[src/rtl/div_sqrt_arbiter_mvp.sv]
// Round-robin front end that shares one iterative div/sqrt unit between NUM_REQ requesters.
// Optional perf counters (Perf_ops_DO, Perf_cycles_DO) are built when DIV_SQRT_ARB_PERF_CNT_EN is defined.
module div_sqrt_arbiter_mvp #(
  parameter int unsigned NUM_REQ     = 2,
  parameter int unsigned ID_W        = (NUM_REQ > 1) ? $clog2(NUM_REQ) : 1,
  parameter int unsigned C_PC        = 6,
  parameter int unsigned C_MANT_FP64 = 52,
  parameter int unsigned C_EXP_FP64  = 11
) (
  input  logic                                Clk_CI,
  input  logic                                Rst_RBI,
  input  logic [NUM_REQ-1:0]                  Req_valid_SI,
  output logic [NUM_REQ-1:0]                  Req_ready_SO,
  input  logic [NUM_REQ-1:0]                  Req_sqrt_SI,
  input  logic [2*NUM_REQ-1:0]                Req_fmt_SI,
  input  logic [C_PC*NUM_REQ-1:0]             Req_prec_SI,
  input  logic [(C_MANT_FP64+1)*NUM_REQ-1:0]  Req_mant_a_DI,
  input  logic [(C_MANT_FP64+1)*NUM_REQ-1:0]  Req_mant_b_DI,
  input  logic [(C_EXP_FP64+1)*NUM_REQ-1:0]   Req_exp_a_DI,
  input  logic [(C_EXP_FP64+1)*NUM_REQ-1:0]   Req_exp_b_DI,
  input  logic [NUM_REQ-1:0]                  Req_kill_SI,
  output logic                                Div_start_SO,
  output logic                                Sqrt_start_SO,
  output logic                                Start_SO,
  output logic                                Kill_SO,
  output logic [C_PC-1:0]                     Precision_ctl_SO,
  output logic [1:0]                          Format_sel_SO,
  output logic [C_MANT_FP64:0]                Mant_a_DO,
  output logic [C_MANT_FP64:0]                Mant_b_DO,
  output logic [C_EXP_FP64:0]                 Exp_a_DO,
  output logic [C_EXP_FP64:0]                 Exp_b_DO,
  input  logic                                Unit_ready_SI,
  input  logic                                Unit_done_SI,
  input  logic [C_MANT_FP64+4:0]              Mant_z_DI,
  input  logic [C_EXP_FP64+1:0]               Exp_z_DI,
  output logic                                Rsp_valid_SO,
  input  logic                                Rsp_ready_SI,
  output logic [ID_W-1:0]                     Rsp_id_SO,
  output logic [C_MANT_FP64+4:0]              Rsp_mant_DO,
  output logic [C_EXP_FP64+1:0]               Rsp_exp_DO,
  output logic                                Busy_SO
`ifdef DIV_SQRT_ARB_PERF_CNT_EN
  ,
  output logic [31:0]                         Perf_ops_DO,
  output logic [15:0]                         Perf_cycles_DO
`endif
);

  localparam int unsigned MW  = C_MANT_FP64 + 1;
  localparam int unsigned EW  = C_EXP_FP64 + 1;
  localparam int unsigned ZMW = C_MANT_FP64 + 5;
  localparam int unsigned ZEW = C_EXP_FP64 + 2;

  typedef enum logic [1:0] {StIdle, StIssue, StBusy, StResp} state_e;

  state_e            r_state;
  state_e            w_state_next;
  logic [ID_W-1:0]   r_ptr;
  logic [ID_W-1:0]   r_owner;
  logic              r_sqrt;
  logic [1:0]        r_fmt;
  logic [C_PC-1:0]   r_prec;
  logic [MW-1:0]     r_mant_a;
  logic [MW-1:0]     r_mant_b;
  logic [EW-1:0]     r_exp_a;
  logic [EW-1:0]     r_exp_b;
  logic [ZMW-1:0]    r_rsp_mant;
  logic [ZEW-1:0]    r_rsp_exp;

  logic              w_any_valid;
  logic [ID_W-1:0]   w_winner;
  logic [ID_W-1:0]   w_idx;
  logic              w_grant;
  logic              w_owner_kill;
  logic [ID_W-1:0]   w_ptr_after_owner;

  // Scan offsets from high to low so the lowest offset from the pointer wins.
  always_comb begin
    w_any_valid = 1'b0;
    w_winner    = '0;
    w_idx       = '0;
    for (int off = int'(NUM_REQ) - 1; off >= 0; off--) begin
      w_idx = ID_W'((int'(r_ptr) + off) % int'(NUM_REQ));
      if (Req_valid_SI[w_idx]) begin
        w_any_valid = 1'b1;
        w_winner    = w_idx;
      end
    end
  end

  assign w_grant           = (r_state == StIdle) && w_any_valid && Unit_ready_SI;
  assign w_owner_kill      = Req_kill_SI[r_owner];
  assign w_ptr_after_owner = (r_owner == ID_W'(NUM_REQ - 1)) ? '0 : r_owner + 1'b1;

  always_ff @(posedge Clk_CI or negedge Rst_RBI) begin
    if (!Rst_RBI) begin
      r_state <= StIdle;
    end else begin
      r_state <= w_state_next;
    end
  end

  always_comb begin
    w_state_next = r_state;
    unique case (r_state)
      StIdle:  if (w_grant) w_state_next = StIssue;
      StIssue: w_state_next = w_owner_kill ? StIdle : StBusy;
      StBusy: begin
        if (w_owner_kill) begin
          w_state_next = StIdle;
        end else if (Unit_done_SI) begin
          w_state_next = StResp;
        end
      end
      StResp:  if (w_owner_kill || Rsp_ready_SI) w_state_next = StIdle;
      default: w_state_next = StIdle;
    endcase
  end

  always_comb begin
    Req_ready_SO  = '0;
    Start_SO      = 1'b0;
    Div_start_SO  = 1'b0;
    Sqrt_start_SO = 1'b0;
    Kill_SO       = 1'b0;
    Rsp_valid_SO  = 1'b0;
    unique case (r_state)
      StIdle: if (w_grant && Rst_RBI) Req_ready_SO[w_winner] = 1'b1;
      StIssue: begin
        if (w_owner_kill) begin
          Kill_SO = 1'b1;
        end else begin
          Start_SO      = 1'b1;
          Div_start_SO  = ~r_sqrt;
          Sqrt_start_SO = r_sqrt;
        end
      end
      StBusy:  Kill_SO = w_owner_kill;
      StResp:  Rsp_valid_SO = ~w_owner_kill;
      default: ;
    endcase
    Busy_SO = (r_state != StIdle);
  end

  always_ff @(posedge Clk_CI or negedge Rst_RBI) begin
    if (!Rst_RBI) begin
      r_ptr      <= '0;
      r_owner    <= '0;
      r_sqrt     <= 1'b0;
      r_fmt      <= '0;
      r_prec     <= '0;
      r_mant_a   <= '0;
      r_mant_b   <= '0;
      r_exp_a    <= '0;
      r_exp_b    <= '0;
      r_rsp_mant <= '0;
      r_rsp_exp  <= '0;
    end else begin
      if (w_grant) begin
        r_owner  <= w_winner;
        r_sqrt   <= Req_sqrt_SI[w_winner];
        r_fmt    <= Req_fmt_SI[int'(w_winner)*2 +: 2];
        r_prec   <= Req_prec_SI[int'(w_winner)*C_PC +: C_PC];
        r_mant_a <= Req_mant_a_DI[int'(w_winner)*MW +: MW];
        r_mant_b <= Req_mant_b_DI[int'(w_winner)*MW +: MW];
        r_exp_a  <= Req_exp_a_DI[int'(w_winner)*EW +: EW];
        r_exp_b  <= Req_exp_b_DI[int'(w_winner)*EW +: EW];
      end
      if (r_state == StBusy && Unit_done_SI && !w_owner_kill) begin
        r_rsp_mant <= Mant_z_DI;
        r_rsp_exp  <= Exp_z_DI;
      end
      // Any exit back to idle (handshake or kill) hands priority to the next requester.
      if (r_state != StIdle && w_state_next == StIdle) begin
        r_ptr <= w_ptr_after_owner;
      end
    end
  end

  assign Precision_ctl_SO = r_prec;
  assign Format_sel_SO    = r_fmt;
  assign Mant_a_DO        = r_mant_a;
  assign Mant_b_DO        = r_mant_b;
  assign Exp_a_DO         = r_exp_a;
  assign Exp_b_DO         = r_exp_b;
  assign Rsp_id_SO        = r_owner;
  assign Rsp_mant_DO      = r_rsp_mant;
  assign Rsp_exp_DO       = r_rsp_exp;

`ifdef DIV_SQRT_ARB_PERF_CNT_EN
  logic [31:0] r_perf_ops;
  logic [15:0] r_perf_cycles;

  // Cycle count restarts at ISSUE and runs through the Done cycle, saturating.
  always_ff @(posedge Clk_CI or negedge Rst_RBI) begin
    if (!Rst_RBI) begin
      r_perf_ops    <= '0;
      r_perf_cycles <= '0;
    end else begin
      if (r_state == StResp && Rsp_ready_SI && !w_owner_kill) begin
        r_perf_ops <= r_perf_ops + 32'd1;
      end
      if (r_state == StIssue) begin
        r_perf_cycles <= 16'd1;
      end else if (r_state == StBusy && r_perf_cycles != 16'hFFFF) begin
        r_perf_cycles <= r_perf_cycles + 16'd1;
      end
    end
  end

  assign Perf_ops_DO    = r_perf_ops;
  assign Perf_cycles_DO = r_perf_cycles;
`endif

endmodule

[config.mk]
export PLATFORM = sky130hd
export DESIGN_NAME = div_sqrt_arbiter_mvp
export DESIGN_NICKNAME = d
export VERILOG_FILES = /design/src/rtl/div_sqrt_arbiter_mvp.sv
export SDC_FILE = /design/constraint.sdc
export NUM_CORES = 1
export LEC_CHECK = 0
export BUFFER_PORTS_ARGS = -buffer_cell sky130_fd_sc_hd__buf_4
export CAP_MARGIN = 20
export CORE_AREA = 2 2 220 222
export CTS_CLUSTER_DIAMETER = 30
export CTS_CLUSTER_SIZE = 16
export DETAILED_ROUTE_END_ITERATION = 10
export DIE_AREA = 0 0 222 224
export PLACE_DENSITY = 0.54
export SYNTH_ARGS = -nofsm -noshare
export SYNTH_HDL_FRONTEND = slang
export SYNTH_SLANG_ARGS = --single-unit
[constraint.sdc]
create_clock -name Clk_CI -period 2.8 [get_ports Clk_CI]
set_clock_uncertainty 0.15 [all_clocks]
set_input_delay 0.14 -clock Clk_CI [delete_from_list [all_inputs] [get_ports Clk_CI]]
set_output_delay 0.14 -clock Clk_CI [all_outputs]
set_load 0.01 [all_outputs]
==> results.tsv <==
metric	value	unit
share of cells above drive strength 1	0.3888	
GPL Wtd Cong	0.7883	
GRT Resource Usage Total	0.1431	
Syn Area/Cell	11.77	sq um
Worst Path Max Fanout	5	
nets@finish	2114	
CTS max path bufs	3	
largest net degree at the start of global routing	174	
DR iter-0 viols	323	
FILL cells	4336	
routed wl met3	2939	microns
CTS buffer count	57	
Ys Warns	0	
# DRC	1	
post-synth net total	1155	
Slew Viols, Final	0	
Die Area	49730	sq um
CP required	3.16	ns
number of antenna violations at the first check in global routing	0	
clk sinks	213	
root buffer cell	clkbuf_16	
pre-CTS setup slack	0.5112	ns
routed length per instance	14.97	microns
Yosys reg bits	213	
final non-filler cell total	2413	
post-layout min period	2.624	ns
row count	80	
H-tree levels	2	
VDD IR max	0.5119	mV
final worst slack	0.1757	ns
via count	9573	
pwr/cell area	930.5	nW/um^2
crit path DAT	2.98	ns
critical path endpoint category	flip-flop	
slowest cell delay on critical path	0.58	ns
crit share post-route	0.9373	
Post-Syn Instances	793	
Detailed Route WL	36130	microns
Top Ports	574	
failing checks	design-rule violations	
DRT met1 WL	13280	microns
metal2 WL	18780	microns
first-pass GRT wire length	56390	microns
buffer count from post-CTS setup fixing	0	
Clock transition at path regs	0.04	ns
Final setup viols	0	
status	finished with violations	
Worst-Margin Slew	0.8276	ns
f_max	0.3811	GHz
commonest non-fill, non-tap cell in the layout	buf_4	
die height	224	microns
DR top layer	met4	
CP cell instances	inv_2 -> ha_1 -> a21oi_1 -> a2111o_1 -> dlygate4sd3_1 -> nand2_1 -> dlygate4sd3_1	
Worst slew margin	0.4483	
Die Wd	222	microns
Synth Cell Area	9334	sq um
number of max-cap violations	0	
TritonCTS clock tree	yes	
input/output buffers	573	
Hold Fails Final Rpt	0	
vias in the first global route	10466	
CP Launch Type	flip-flop	
gr ovfl total	0	
CORE AREA	47350	sq um
Worst path most repeated cell	dlygate4sd3_1	
library cells used by synthesis	31	
unrepaired setup endpoints after global routing	no	
Leak	0.009837	uW
Max stage delay cell, worst path	dlygate4sd3_1	
Initial Utilization	0.1971	
Post-synth top flop	dfrtp_1	
Synth async-reset ratio	1.000	
DRT Pass-1 Iters	9	
fin util	0.4227	
Setup TNS	0	ns
Vias/cell	3.967	
placed insts	1950	
EDFF count, synth	0	
post-synthesis sequential area ratio	0.5710	
Final HPWL DP	24410	microns
most frequent cells in the layout	buf_4 (588), dlygate4sd3_1 (357), dfrtp_1 (213)	
Antenna Nets Post-Route	0	
r2r worst-path depth	7	
Worst-Skew Late Latency	0.57	ns
number of diodes	0	
WS Path Type	reg -> reg	
Hold WC Path Type	in -> async	
P&R area growth vs syn	114.4	%
timing repair:
item,in CTS,in global routing
hold endpoints to repair,425,0
hold buffers,358,0
setup endpoints to repair,0,2
resized for setup,0,2
critical path: cells and delay by family (launching register included):
kind,cells,cell delay [ns]
compound gates,2,0.47
flops,1,0.42
buf+inv,3,1.25
simple gates,1,0.10
fa+ha+maj,1,0.19
layer usage:
metal / track usage / up-vias
li1: - / 4697
met1: 0.1492 / 4405
met2: 0.2636 / 397
met3: 0.04722 / 74
met4: 0.05929 / 0
met5: 0 / -
power by group:
| part | internal, uW | switching, uW | total [uW] |
|---|---|---|---|
| combinational | 3590 | 3000 | 6590 |
| clock | 4830 | 1920 | 6750 |
| sequential | 4490 | 789 | 5280 |
final timing paths:
kind,from,endpoint,slack [ns]
max in group asynchronous,Rst_RBI,Precision_ctl_SO[5],1.85
max reg2reg,r_state[0],r_state[1],0.18
min reg2reg,Mant_a_DO[30],Mant_a_DO[30],0.33
min,Rst_RBI,Mant_b_DO[17],0.09
min in group Clk_CI,Req_valid_SI[0],Mant_b_DO[49],0.10
max,r_state[0],r_state[1],0.18
sequential cells by signal, indices dropped and copies added (netlist names):
signal,flops
r_state,2
Precision_ctl_SO,6
Rsp_id_SO,1
r_ptr,1
Rsp_exp_DO,13
Mant_a_DO,53
r_sqrt,1
Mant_b_DO,53
Exp_b_DO,12
Exp_a_DO,12
Rsp_mant_DO,57
Format_sel_SO,2
cell families after synthesis:
group                    share of synthesized area
flip-flops                                  0.5710
multiplexers                                0.2369
AND/OR/NAND/NOR                            0.06689
AO/OA/AOI/OAI                              0.08378
buffers and inverters                      0.03472
adder cells (fa/ha/maj)                   0.006702
stage by stage:
stage          hold WS (ns)  cell area (sq um)  power [uW]
2_1_floorplan       -0.3056               9334        7761
6_report            0.08910              20010       18620
5_1_grt             0.08907              20010       19720
3_5_place_dp       -0.05896              14390       11300
4_1_cts             0.05220              20010       18840
3_3_place_gp       -0.06481              14390       11200
final cells by class:
class                           instances  area (sq um)  area share
Sequential cell                       213          5330      0.2663
Tap cell                              615         769.5     0.03845
Clock inverter                         27         396.6     0.01982
Inverter                                5         18.77   0.0009377
Timing Repair Buffer                  954          8170      0.4082
Clock buffer                           78          1627     0.08127
Multi-Input combinational cell        521          3702      0.1850
cell usage after synthesis (2+ instances only):
cell,n,area share
mux2_1,70,0.084
clkbuf_1,28,0.011
mux2i_1,141,0.15
dfrtp_1,213,0.57
buf_4,8,0.0064
nand2_1,142,0.057
inv_1,4,0.0016
buf_2,10,0.0054
a21oi_1,3,0.0016
ha_1,5,0.0067
nor2b_1,2,0.0013
o21ai_1,139,0.075
and2_1,3,0.0020
buf_6,8,0.0097
Note: power is estimated with default switching activity, not from simulation.
